## src/rtl/pipe_delay_line.sv

```systemverilog
// Programmable-latency delay line: a chain of MAX_DEPTH data+valid stages with a
// runtime-selectable output tap (0 = combinational bypass) and sticky range error.

module pipe_delay_stage #(
    parameter int WIDTH = 18
) (
    input  logic             clk,
    input  logic             rst,
    input  logic             shift,
    input  logic             flush,
    input  logic             vclr,
    input  logic [WIDTH-1:0] d,
    input  logic             dv,
    output logic [WIDTH-1:0] q,
    output logic             qv
);
    always_ff @(posedge clk or posedge rst) begin
        if (rst) begin
            q  <= '0;
            qv <= 1'b0;
        end else if (flush) begin
            q  <= '0;
            qv <= 1'b0;
        end else begin
            if (shift) q <= d;
            // A latency change drops in-flight samples but keeps the data bits.
            qv <= (shift ? dv : qv) & ~vclr;
        end
    end
endmodule

module pipe_delay_line #(
    parameter int WIDTH     = 18,
    parameter int MAX_DEPTH = 4,
    parameter int LAT_W     = 3,
    parameter int INIT_LAT  = 1
) (
    input  logic             clk,
    input  logic             rst,
    input  logic             ce,
    input  logic             flush,
    input  logic [WIDTH-1:0] in_data,
    input  logic             in_valid,
    input  logic [LAT_W-1:0] lat_sel,
    input  logic             lat_ld,
    output logic [WIDTH-1:0] out_data,
    output logic             out_valid,
    output logic [LAT_W-1:0] lat_q,
    output logic             lat_err
);
    localparam logic [LAT_W-1:0] MAX_LAT = LAT_W'(MAX_DEPTH);
    localparam logic [LAT_W-1:0] RST_LAT = LAT_W'(INIT_LAT);

    // Index 0 is the live input; index k is stage S_k.
    logic [MAX_DEPTH:0][WIDTH-1:0] data_pipe;
    logic [MAX_DEPTH:0]            vld_pipe;

    logic             lat_oor;
    logic [LAT_W-1:0] lat_new;
    logic             lat_chg;

    assign lat_oor = lat_sel > MAX_LAT;
    assign lat_new = lat_oor ? MAX_LAT : lat_sel;
    assign lat_chg = lat_ld && (lat_new != lat_q);

    assign data_pipe[0] = in_data;
    assign vld_pipe[0]  = in_valid;

    for (genvar k = 1; k <= MAX_DEPTH; k++) begin : g_stage
        pipe_delay_stage #(.WIDTH(WIDTH)) u_stage (
            .clk   (clk),
            .rst   (rst),
            .shift (ce),
            .flush (flush),
            .vclr  (lat_chg),
            .d     (data_pipe[k-1]),
            .dv    (vld_pipe[k-1]),
            .q     (data_pipe[k]),
            .qv    (vld_pipe[k])
        );
    end

    always_ff @(posedge clk or posedge rst) begin
        if (rst) begin
            lat_q   <= RST_LAT;
            lat_err <= 1'b0;
        end else if (lat_ld) begin
            lat_q   <= lat_new;
            lat_err <= lat_oor;
        end
    end

    // lat_q never exceeds MAX_DEPTH, so the bypass default only serves lat_q=0.
    always_comb begin
        out_data  = in_data;
        out_valid = in_valid;
        for (int k = 1; k <= MAX_DEPTH; k++) begin
            if (lat_q == LAT_W'(k)) begin
                out_data  = data_pipe[k];
                out_valid = vld_pipe[k];
            end
        end
    end
endmodule
```

## config.mk

```make
export PLATFORM = sky130hd
export DESIGN_NAME = pipe_delay_line
export DESIGN_NICKNAME = d
export VERILOG_FILES = /design/src/rtl/pipe_delay_line.sv
export SDC_FILE = /design/constraint.sdc
export NUM_CORES = 1
export LEC_CHECK = 0
export ABC_AREA = 1
export BUFFER_PORTS_ARGS = -buffer_cell sky130_fd_sc_hd__buf_2
export CAP_MARGIN = 15
export CORE_UTILIZATION = 50
export CTS_BUF_LIST = sky130_fd_sc_hd__clkbuf_16
export DETAILED_ROUTE_END_ITERATION = 8
export PLACE_DENSITY = 0.7
export SKIP_LAST_GASP = 1
export SYNTH_ARGS = -nofsm -noshare
export SYNTH_HDL_FRONTEND = slang
export SYNTH_SLANG_ARGS = --single-unit
```

## constraint.sdc

```tcl
create_clock -name clk -period 2.6 [get_ports clk]
set_clock_uncertainty 0.05 [all_clocks]
set_input_delay 0.13 -clock clk [delete_from_list [all_inputs] [get_ports clk]]
set_output_delay 0.13 -clock clk [all_outputs]
set_load 0.05 [all_outputs]
```

==> results by group, run 1 <==
Clocking
  • Cts bufs inserted: 9
  • Worst-Skew Late Latency: about 0.33 ns
  • H-tree depth: 3
  • CTS tree: yes
  • Clock transition at the registers of the reported paths: around 0.060 ns
  • Clk sink count: 80
  • Longest Clk Path Bufs: 2
  • Post-CTS setup buffers: 0
  • Clk root buf: clkbuf_16

Global route
  • Global-route wire length before repair: roughly 16 mm
  • Number of global-route vias before repair: roughly 3200
  • Largest net degree at the start of global routing: 42
  • Initial antenna violation count: 0
  • Gr ovfl total: 0
  • All-Layer GR Usage: 0.2469

Floorplanning
  • Core Region: between 7000 and 8000 um2
  • Die width: slightly above 90 um
  • DIE HEIGHT: 90.53 um
  • Core Rows: 31
  • Initial core utilization: 0.5290
  • Die ar.: 8196 um2
  • I/O Pins: 50

Worst hold path
  • Hold/Removal Path Class: input port to flop

Setup path
  • CP startpoint kind: flop
  • Critical Path AT: 2.27 ns
  • Critical path class: flop to output port
  • Worst Path Required: 2.42 ns
  • Crit path capture type: output port
  • Most used cell, CP: nand2_1
  • Worst path slowest cell: dfrtp_1
  • Worst stage delay on the critical path: approximately 0.43 ns
  • Crit path cell chain: inv_2 -> buf_4 -> nor2_1 -> buf_4 -> o21ai_0 -> nand2_1 -> nand2_1 -> nand2_1 -> buf_2
  • Crit Path Max Fanout: 19

Power and ir drop
  • Pint: roughly 2.4 mW
  • Leak pwr: between 2 and 2.5 nW
  • Psw: slightly below 1 mW
  • Seq pwr share: 0.391
  • Sw Share: 0.2890
  • Comb power frac: 0.181
  • VDD IR max: between 0.3 and 0.4 mV
  • Pwr dens: 718.3 nW/um2
  • Total chip power: 3.333 mW
  • Clock power share: 0.428

Timing
  • Max-slew headroom: 0.3923
  • Fin. Hold Viols: 0
  • Hold Slack: between 0.02 and 0.025 ns
  • Fin crit period: approximately 2.5 ns
  • RSZ-0062 raised after global routing: false
  • Worst slew pin tran: a little over 0.9 ns
  • Final slew viol count: 0
  • Endpoints failing setup: 0
  • Setup ws final: approximately 0.15 ns
  • Setup_tns: 0 ns
  • Tcrit/Tclk final: 0.9441
  • Peak Freq: around 410 MHz

Finish
  • Layout Cell Area excl Fill: between 4000 and 5000 um2
  • Ant diodes: 0
  • Layout Nets: approximately 560
  • Share of layout cells above drive strength 1: 0.1587
  • Final cell count without fillers: ~640
  • Area grow syn2layout: 18.39%
  • Finished Core Util: 0.6262
  • Commonest non-fill, non-tap cell in the layout: nand2_1
  • Layout fillers: 676
  • Most frequent cells in the layout: nand2_1, inv_1, dfrtp_1, o22ai_1, buf_2

Place
  • Setup WS pre-CTS: between 0.4 and 0.5 ns
  • Post-DP HPWL: between 5 and 6 mm
  • Final GP Congestion: roughly 0.8
  • Post-DP Area: between 4000 and 5000 um2
  • PortBufs: ~50
  • Placed cell count: ~620

Yosys
  • Register area share after synthesis: 0.5112
  • Synth Register Bits: 80
  • Top post-synthesis cells by area: dfrtp_1, nand2_1, o22ai_1
  • Distinct cells, synth: 24
  • Post-Syn Instances: about 500
  • Synth warnings: 0
  • Mean post-synth cell area: a little under 8 um2
  • Top cell type's share of synthesized area: 0.5045
  • Syn_nets: 520
  • Area leader, netlist: dfrtp_1
  • Synthesized area: roughly 3900 um2

Detailed routing
  • Vias per cell: roughly 5.3
  • WL per Instance: 14.82 um
  • Antenna-violating nets left: 0
  • Via count: around 3400
  • Routed wire length: approximately 9.5 mm
  • DR DRC count: 0
  • Initial DRC Count: 228
  • First-pass DRT Iterations: 4

Run
  • Max_cap viols: 0

Status
  • Status: finished clean
## worst max-delay path: cells and delay by family (launching register included)
kind | cells | cell delay (ns)
flops | 1 | 0.43
simple gates | 4 | 0.47
buf+inv | 4 | 0.94
compound gates | 1 | 0.11
## metal layers
layer	GRT usage	part of all wire	vias to the layer above
met1	0.3749	0.48	1610
met3	0.03199	0.048	12
met2	0.3630	0.46	83
li1	-	-	1702
met5	0	0	-
met4	0.08468	0.014	0
## flip-flops by register name (all words and copies together) (netlist names)
register            flops
g_stage.u_stage.q      72
g_stage.u_stage.qv      4
lat_q                   3
lat_err                 1
## final cells by class
class                   count  area [um2]  area share
clock buffers               9       225.2     0.04854
clock inverters             7       111.4     0.02400
inverters                  85       320.3     0.06904
multi-input cells         300        1475      0.3180
flip-flops and latches     80        2003      0.4318
well taps                  99       123.9     0.02670
repair buffers             61       380.4     0.08198
## power groups by stage
stage | logic, mW | clock network, mW | registers [mW]
floorplan | 0.421 | 0 | 1.34
global placement | 0.592 | 0 | 1.32
detailed placement | 0.597 | 0 | 1.32
CTS | 0.604 | 1.45 | 1.30
global route | 0.658 | 1.50 | 1.30
finish | 0.604 | 1.43 | 1.30
## synth_stat cells
| library cell | n |
|---|---|
| buf_4 | 6 |
| clkinv_1 | 1 |
| nor3_4 | 1 |
| nor2_1 | 4 |
| a21oi_2 | 1 |
| buf_1 | 1 |
| buf_6 | 1 |
| o22ai_1 | 54 |
| nand2_2 | 1 |
| inv_1 | 80 |
| a22oi_1 | 4 |
| nand3_2 | 1 |
| nand3_1 | 41 |
| dfrtp_1 | 79 |
| nor2_4 | 2 |
| buf_2 | 4 |
| dfstp_2 | 1 |
| nor3_2 | 1 |
| o21ai_1 | 2 |
| inv_2 | 4 |
| nand2_1 | 125 |
| o21ai_0 | 39 |
| a21oi_1 | 24 |
| clkbuf_1 | 16 |
## what timing repair did
action / 4_1_cts / 5_1_grt
gates resized for setup: 0 / 2
hold endpoints to repair: 45 / 0
endpoints found under the setup margin: 0 / 8
hold buffers: 3 / 0
## worst paths after layout
kind	start	to	slack [ns]	cells after the start
hold reg to reg	g_stage[4].u_stage.q[3]	g_stage[4].u_stage.q[3]	0.43	2
min in group asynchronous	rst	g_stage[4].u_stage.q[14]	0.40	3
hold / removal	in_data[14]	g_stage[1].u_stage.q[14]	0.02	3
max in group asynchronous	rst	lat_q[0]	1.37	4
setup / recovery	lat_q[1]	out_data[5]	0.15	9
setup reg to reg	lat_q[0]	g_stage[1].u_stage.qv	1.19	5
## cell families after synthesis
logic type | Yosys count | synth area share
and+or+nand+nor | 176 | 0.1925
DFF | 80 | 0.5112
AOI/OAI and AO/OA | 124 | 0.1791
buffers and inverters | 113 | 0.1172
(Power assumes the default switching activity.)
==> run 2: changes to the inputs <==
Settings changed: CORE_UTILIZATION 50 to 45, PLACE_DENSITY 0.7 to unset.
==> results by group, run 2 (synthesized netlist as in run 1, its figures left out) <==
Finish
  • Layout Cell Area excl Fill: 4562 um2 (-1.7%)
  • Biggest register: g_stage.u_stage.q
  • Area grow syn2layout: 16.41%
  • Commonest non-fill, non-tap cell in the layout: nand2_1
  • Ant diodes: 0 (unchanged)
  • Layout Nets: 565 (+0.18%)
  • Most frequent cells in the layout: nand2_1, inv_1, dfrtp_1, o22ai_1, buf_2
  • Largest regs: g_stage.u_stage.q x72, g_stage.u_stage.qv x4, lat_q x3
  • Largest register FFs: 72 (unchanged)
  • Share of layout cells above drive strength 1: 0.1565 (-0.002134)

Detailed routing
  • Vias per cell: 5.219 (-1.8%)
  • Via count: 3382 (-0.73%)
  • Antenna-violating nets left: 0 (unchanged)
  • Initial DRC Count: 142 (-38%)
  • First-pass DRT Iterations: 5 (+1)
  • Routed wire length: 9.331 mm (-1.8%)
  • WL per Instance: 14.40 um (-2.9%)
  • DR DRC count: 0 (unchanged)

Setup path
  • Most used cell, CP: nand2_1
  • Worst Path Required: 2.42 ns (about the same)
  • CP startpoint kind: flop
  • Crit Path Max Fanout: 19 (unchanged)
  • Worst stage delay on the critical path: 0.46 ns (+0.03 ns)
  • Critical Path AT: 2.29 ns (+0.02 ns)
  • Worst path slowest cell: nand3_2
  • Crit path cell chain: inv_2 -> nand3_2 -> nand2_1 -> nand3_1 -> nand2_1 -> nand2_1 -> nand2_1 -> buf_2
  • Reg2reg setup slack: 1.02 ns (-0.17 ns)
  • Crit path capture type: output port
  • Critical path class: flop to output port

Global route
  • Global-route wire length before repair: 15.42 mm (-3.0%)
  • Gr ovfl total: 0 (unchanged)
  • Largest net degree at the start of global routing: 50 (+19%)
  • Number of global-route vias before repair: 3218 (+1.7%)
  • All-Layer GR Usage: 0.2238 (-0.02316)
  • Initial antenna violation count: 0 (unchanged)

Timing
  • Fin crit period: 2.466 ns (+0.01142 ns)
  • Setup_tns: 0 ns (unchanged)
  • RSZ-0062 raised after global routing: false
  • Final slew viol count: 0 (unchanged)
  • Peak Freq: 405.5 MHz (-0.46%)
  • Worst slew pin tran: 0.7198 ns (-0.1888 ns)
  • Endpoints failing setup: 0 (unchanged)
  • Fin. Hold Viols: 0 (unchanged)
  • Tcrit/Tclk final: 0.9485 (+0.004393)
  • Max-slew headroom: 0.5196 (+0.1273)

Run
  • Max_cap viols: 0 (unchanged)

Place
  • PortBufs: 49 (unchanged)
  • Post-DP HPWL: 5.811 mm (-0.91%)
  • Post-DP Area: 4255 um2 (-0.12%)
  • Final GP Congestion: 0.7549 (-5.9%)

Floorplanning
  • Die width: 95.32 um (+5.3%)
  • Core Region: 8341 um2 (+13%)
  • Die ar.: 9086 um2 (+11%)
  • Initial core utilization: 0.4698 (-0.05912)
  • I/O Pins: 50 (unchanged)
  • Core Rows: 33 (+6.5%)
  • DIE HEIGHT: 95.32 um (+5.3%)

Worst hold path
  • Hold/Removal Path Class: input port to flop

Clocking
  • Clk sink count: 80 (unchanged)
  • Longest Clk Path Bufs: 2 (unchanged)
  • Clk root buf: clkbuf_16
  • H-tree depth: 3 (unchanged)
  • CTS tree: yes
  • Cts bufs inserted: 9 (unchanged)
  • Clock transition at the registers of the reported paths: 0.06 ns (about the same)
  • Worst-Skew Late Latency: 0.33 ns (about the same)
  • Cts repair resizes: 0 (unchanged)

Power and ir drop
  • Leak pwr: 2.296 nW (-1.2%)
  • Clock power share: 0.368 (-0.060)
  • Comb power frac: 0.197 (+0.016)
  • Pwr dens: 658.8 nW/um2 (-8.3%)
  • Seq pwr share: 0.435 (+0.044)
  • Psw: 941.3 uW (-2.3%)
  • Pint: 2.064 mW (-13%)
  • VDD IR max: 0.3629 mV (-3.4%)
  • Sw Share: 0.3132 (+0.02421)

Status
  • Status: finished clean
==> run 2: cell type report <==
type,instances,area (um2)
inverter,85,320.3
fill,838,3779
tap,105,131.4
clock inverter,7,31.28
timing repair buffer,62,387.9
clock buffer,9,225.2
multi-input combinational,300,1463
sequential,80,2003
==> run 2: critical path: cells and delay by family (launching register included) <==
family / cells / cell delay (ns)
flops: 1 / 0.44
simple gates: 6 / 0.98
buf+inv: 2 / 0.52
==> run 2: worst paths after layout <==
| check | startpoint | end | cells after the start |
|---|---|---|---|
| setup reg to reg | lat_q[1] | g_stage[2].u_stage.qv | 6 |
| max in group asynchronous | rst | lat_q[0] | 4 |
| setup / recovery | lat_q[1] | out_data[8] | 8 |
| min in group asynchronous | rst | g_stage[4].u_stage.q[15] | 3 |
| hold / removal | in_data[11] | g_stage[1].u_stage.q[11] | 3 |
| hold reg to reg | g_stage[4].u_stage.q[17] | g_stage[4].u_stage.q[17] | 2 |
==> run 2: timing repair <==
action	CTS	global route
pin swaps	1	1
buffers inserted	0	1
endpoints found under the setup margin	16	19
hold buffers	3	0
hold endpoints to repair	41	0
==> run 2: stage by stage <==
| stage | instances | hold WS, ns | worst slack [ns] | total power, mW | utilization |
|---|---|---|---|---|---|
| floorplan | 493 | 0.1707 | 0.3699 | 1.762 | - |
| global placement | 628 | 0.2202 | 0.3660 | 1.915 | 0.5102 |
| detailed placement | 628 | 0.2206 | 0.3461 | 1.920 | 0.5102 |
| CTS | 647 | 0.005159 | 0.03313 | 3.035 | 0.5446 |
| global route | 648 | 0.008547 | 0.005359 | 3.130 | 0.5470 |
| finish | 648 | 0.01013 | 0.1338 | 3.006 | 0.5470 |
==> run 2: routing by layer <==
layer,global-route usage,vias to the layer above,routed length (um),part of all wire
li1,-,1704,-,-
met1,0.3121,1580,4529,0.49
met2,0.3500,93,4281,0.46
met3,0.04306,5,458,0.049
met4,0.07197,0,62,0.0066
met5,0,-,0,0
==> run 2: power groups by stage <==
stage | Clock [mW] | Sequential (mW) | Combinational (mW)
2_1_floorplan | 0 | 1.34 | 0.421
3_3_place_gp | 0 | 1.33 | 0.588
3_5_place_dp | 0 | 1.33 | 0.591
4_1_cts | 1.13 | 1.31 | 0.596
5_1_grt | 1.17 | 1.31 | 0.649
6_report | 1.11 | 1.31 | 0.592
==> run 3: changes to the inputs <==
Settings changed: PLACE_DENSITY set to 0.74, RECOVER_POWER set to 25.
==> results by group, run 3 (synthesized netlist as in run 1, its figures left out) <==
Status
  • Status: finished with violations
  • Failing checks: max-capacitance violations, max-slew violations

Global route
  • Number of global-route vias before repair: 3469 (+7.8%)
  • Initial antenna violation count: 0 (unchanged)
  • Largest net degree at the start of global routing: 63 (+26%)
  • All-Layer GR Usage: 0.2396 (+0.01580)
  • Global-route wire length before repair: 16.54 mm (+7.2%)
  • Gr ovfl total: 0 (unchanged)

Power and ir drop
  • Sw Share: 0.3045 (-0.008716)
  • Clock power share: 0.388 (+0.020)
  • Comb power frac: 0.192 (-0.005)
  • Pint: 2.159 mW (+4.6%)
  • Seq pwr share: 0.421 (-0.014)
  • VDD IR max: 0.3564 mV (-1.8%)
  • Pwr dens: 679.6 nW/um2 (+3.2%)
  • Leak pwr: 2.302 nW (+0.27%)
  • Psw: 945.0 uW (+0.39%)
  • Total chip power: 3.104 mW (+3.3%)

Finish
  • Finished Core Util: 0.5476 (+0.0006000)
  • Ant diodes: 0 (unchanged)
  • Biggest register: g_stage.u_stage.q
  • Area grow syn2layout: 16.54%
  • Most frequent cells in the layout: nand2_1, inv_1, dfrtp_1, o22ai_1, buf_2
  • Commonest non-fill, non-tap cell in the layout: nand2_1
  • Final cell count without fillers: 651 (+0.46%)
  • Largest register FFs: 72 (unchanged)
  • Largest regs: g_stage.u_stage.q x72, g_stage.u_stage.qv x4, lat_q x3
  • Layout fillers: 770 (-8.1%)
  • Share of layout cells above drive strength 1: 0.1575 (+0.0009714)
  • Layout Nets: 569 (+0.71%)

Timing
  • Endpoints failing setup: 0 (unchanged)
  • Fin crit period: 2.377 ns (-0.08925 ns)
  • Tcrit/Tclk final: 0.9142 (-0.03433)
  • Setup_tns: 0 ns (unchanged)
  • Max-slew headroom: -0.1688 (-0.6884)
  • Hold Slack: 0.01034 ns (+0.0002104 ns)
  • Worst slew pin tran: 1.753 ns (+1.033 ns)
  • Final slew viol count: 33 (+33)
  • Fin. Hold Viols: 0 (unchanged)
  • Peak Freq: 420.7 MHz (+3.8%)
  • RSZ-0062 raised after global routing: false

Setup path
  • Buf/Inv on CP: 2 (unchanged)
  • Crit Path Max Fanout: 19 (unchanged)
  • Beginning of the critical path: lat_q[0]
  • Critical Path AT: 2.20 ns (-0.09 ns)
  • Crit path cell chain: inv_2 -> nor2_4 -> nand3_1 -> nand3_1 -> nand2_1 -> nand2_1 -> nand2_1 -> buf_2
  • Worst stage delay on the critical path: 0.65 ns (+0.19 ns)
  • Crit path capture type: output port
  • CP startpoint kind: flop
  • Worst Path Required: 2.42 ns (about the same)
  • Worst path slowest cell: dfstp_2
  • Crit path max-delay family: simple AND/OR/NAND/NOR gates
  • Most used cell, CP: nand2_1
  • RR Startpoint: lat_q[0]
  • Critical path class: flop to output port

Run
  • Max_cap viols: 1 (+1)

Clocking
  • Longest Clk Path Bufs: 2 (unchanged)
  • Cts bufs inserted: 9 (unchanged)
  • Clk sink count: 80 (unchanged)
  • Clock transition at the registers of the reported paths: 0.06 ns (about the same)
  • Cts repair resizes: 0 (unchanged)
  • Worst-Skew Late Latency: 0.33 ns (about the same)
  • CTS tree: yes
  • Clk root buf: clkbuf_16
  • H-tree depth: 3 (unchanged)

Worst hold path
  • Hold/Removal Path Class: input port to flop
  • HP Start: lat_sel[1]

Floorplanning
  • Core Region: 8341 um2 (unchanged)
  • Die ar.: 9086 um2 (unchanged)
  • DIE HEIGHT: 95.32 um (unchanged)
  • Core Rows: 33 (unchanged)
  • I/O Pins: 50 (unchanged)
  • Initial core utilization: 0.4698 (unchanged)
  • Die width: 95.32 um (unchanged)

Detailed routing
  • Initial DRC Count: 323 (+130%)
  • Via count: 3556 (+5.1%)
  • Vias per cell: 5.462 (+4.7%)
  • WL per Instance: 15.02 um (+4.3%)
  • Antenna-violating nets left: 0 (unchanged)
  • Routed wire length: 9.780 mm (+4.8%)
  • DR WL met2: 4.713 mm (+10%)
  • Met1 WL: 4.364 mm (-3.6%)
  • Top sig layer: met4
  • Met3 Routed Length: 494 um (+7.9%)
  • First-pass DRT Iterations: 5 (unchanged)
  • DR DRC count: 0 (unchanged)

Place
  • Final GP Congestion: 0.7944 (+5.2%)
  • PortBufs: 49 (unchanged)
  • Placed cell count: 633 (+0.80%)
  • Post-DP HPWL: 6.313 mm (+8.6%)
[run 3: changes by cell type in the layout (fill, tap and decap cells not counted)]
cell	before	now
bufinv_16	0	1
clkbuf_1	0	2
buf_12	3	0
clkbuf_2	0	1
buf_2	49	48
clkinv_2	5	3
buf_4	7	12
[run 3: power groups by stage]
stage / Sequential, mW / Clock [mW] / Combinational [mW]
2_1_floorplan: 1.34 / 0 / 0.421
3_3_place_gp: 1.33 / 0 / 0.585
3_5_place_dp: 1.33 / 0 / 0.591
4_1_cts: 1.30 / 1.22 / 0.597
5_1_grt: 1.31 / 1.26 / 0.649
6_report: 1.31 / 1.20 / 0.595
[run 3: through the flow]
| step | cell area [um2] | setup slack (ns) |
|---|---|---|
| after detailed placement | 4267 | 0.6413 |
| after global routing | 4567 | 0.07828 |
| after CTS | 4574 | 0.2625 |
| after floorplan | 3919 | 0.3699 |
| after global placement | 4267 | 0.5970 |
| final | 4567 | 0.2231 |
[run 3: final cells by class]
class | count | area [um2] | area share
multi-input cells | 300 | 1463 | 0.3203
clock buffers | 9 | 225.2 | 0.04932
repair buffers | 66 | 372.9 | 0.08164
clock inverters | 6 | 52.55 | 0.01151
flip-flops and latches | 80 | 2003 | 0.4386
inverters | 85 | 319.1 | 0.06986
well taps | 105 | 131.4 | 0.02877
[run 3: routing by layer]
metal,up-vias,global-route usage
li1,1716,-
met5,-,0
met1,1696,0.3263
met3,21,0.03828
met4,0,0.1061
met2,123,0.3768
[run 3: worst register-to-register path: cells and delay by family (launching register included)]
family                 cells  cell delay (ns)
flip-flops                 1             0.65
AND/OR/NAND/NOR            3             0.34
buffers and inverters      1             0.29
AO/OA/AOI/OAI              1             0.17
[run 3: what timing repair did]
| action | 4_1_cts | 5_1_grt |
|---|---|---|
| setup buffers | 0 | 0 |
| hold buffers | 3 | 0 |
| hold endpoints to repair | 84 | 0 |
[run 3: worst paths after layout]
kind | to | slack [ns] | cells after the start
min in group asynchronous | g_stage[1].u_stage.q[14] | 0.71 | 4
max reg2reg | g_stage[3].u_stage.qv | 1.02 | 5
max in group asynchronous | g_stage[2].u_stage.q[17] | 0.55 | 4
min | lat_q[1] | 0.01 | 3
max | out_data[4] | 0.22 | 8
min reg2reg | g_stage[4].u_stage.q[0] | 0.43 | 2
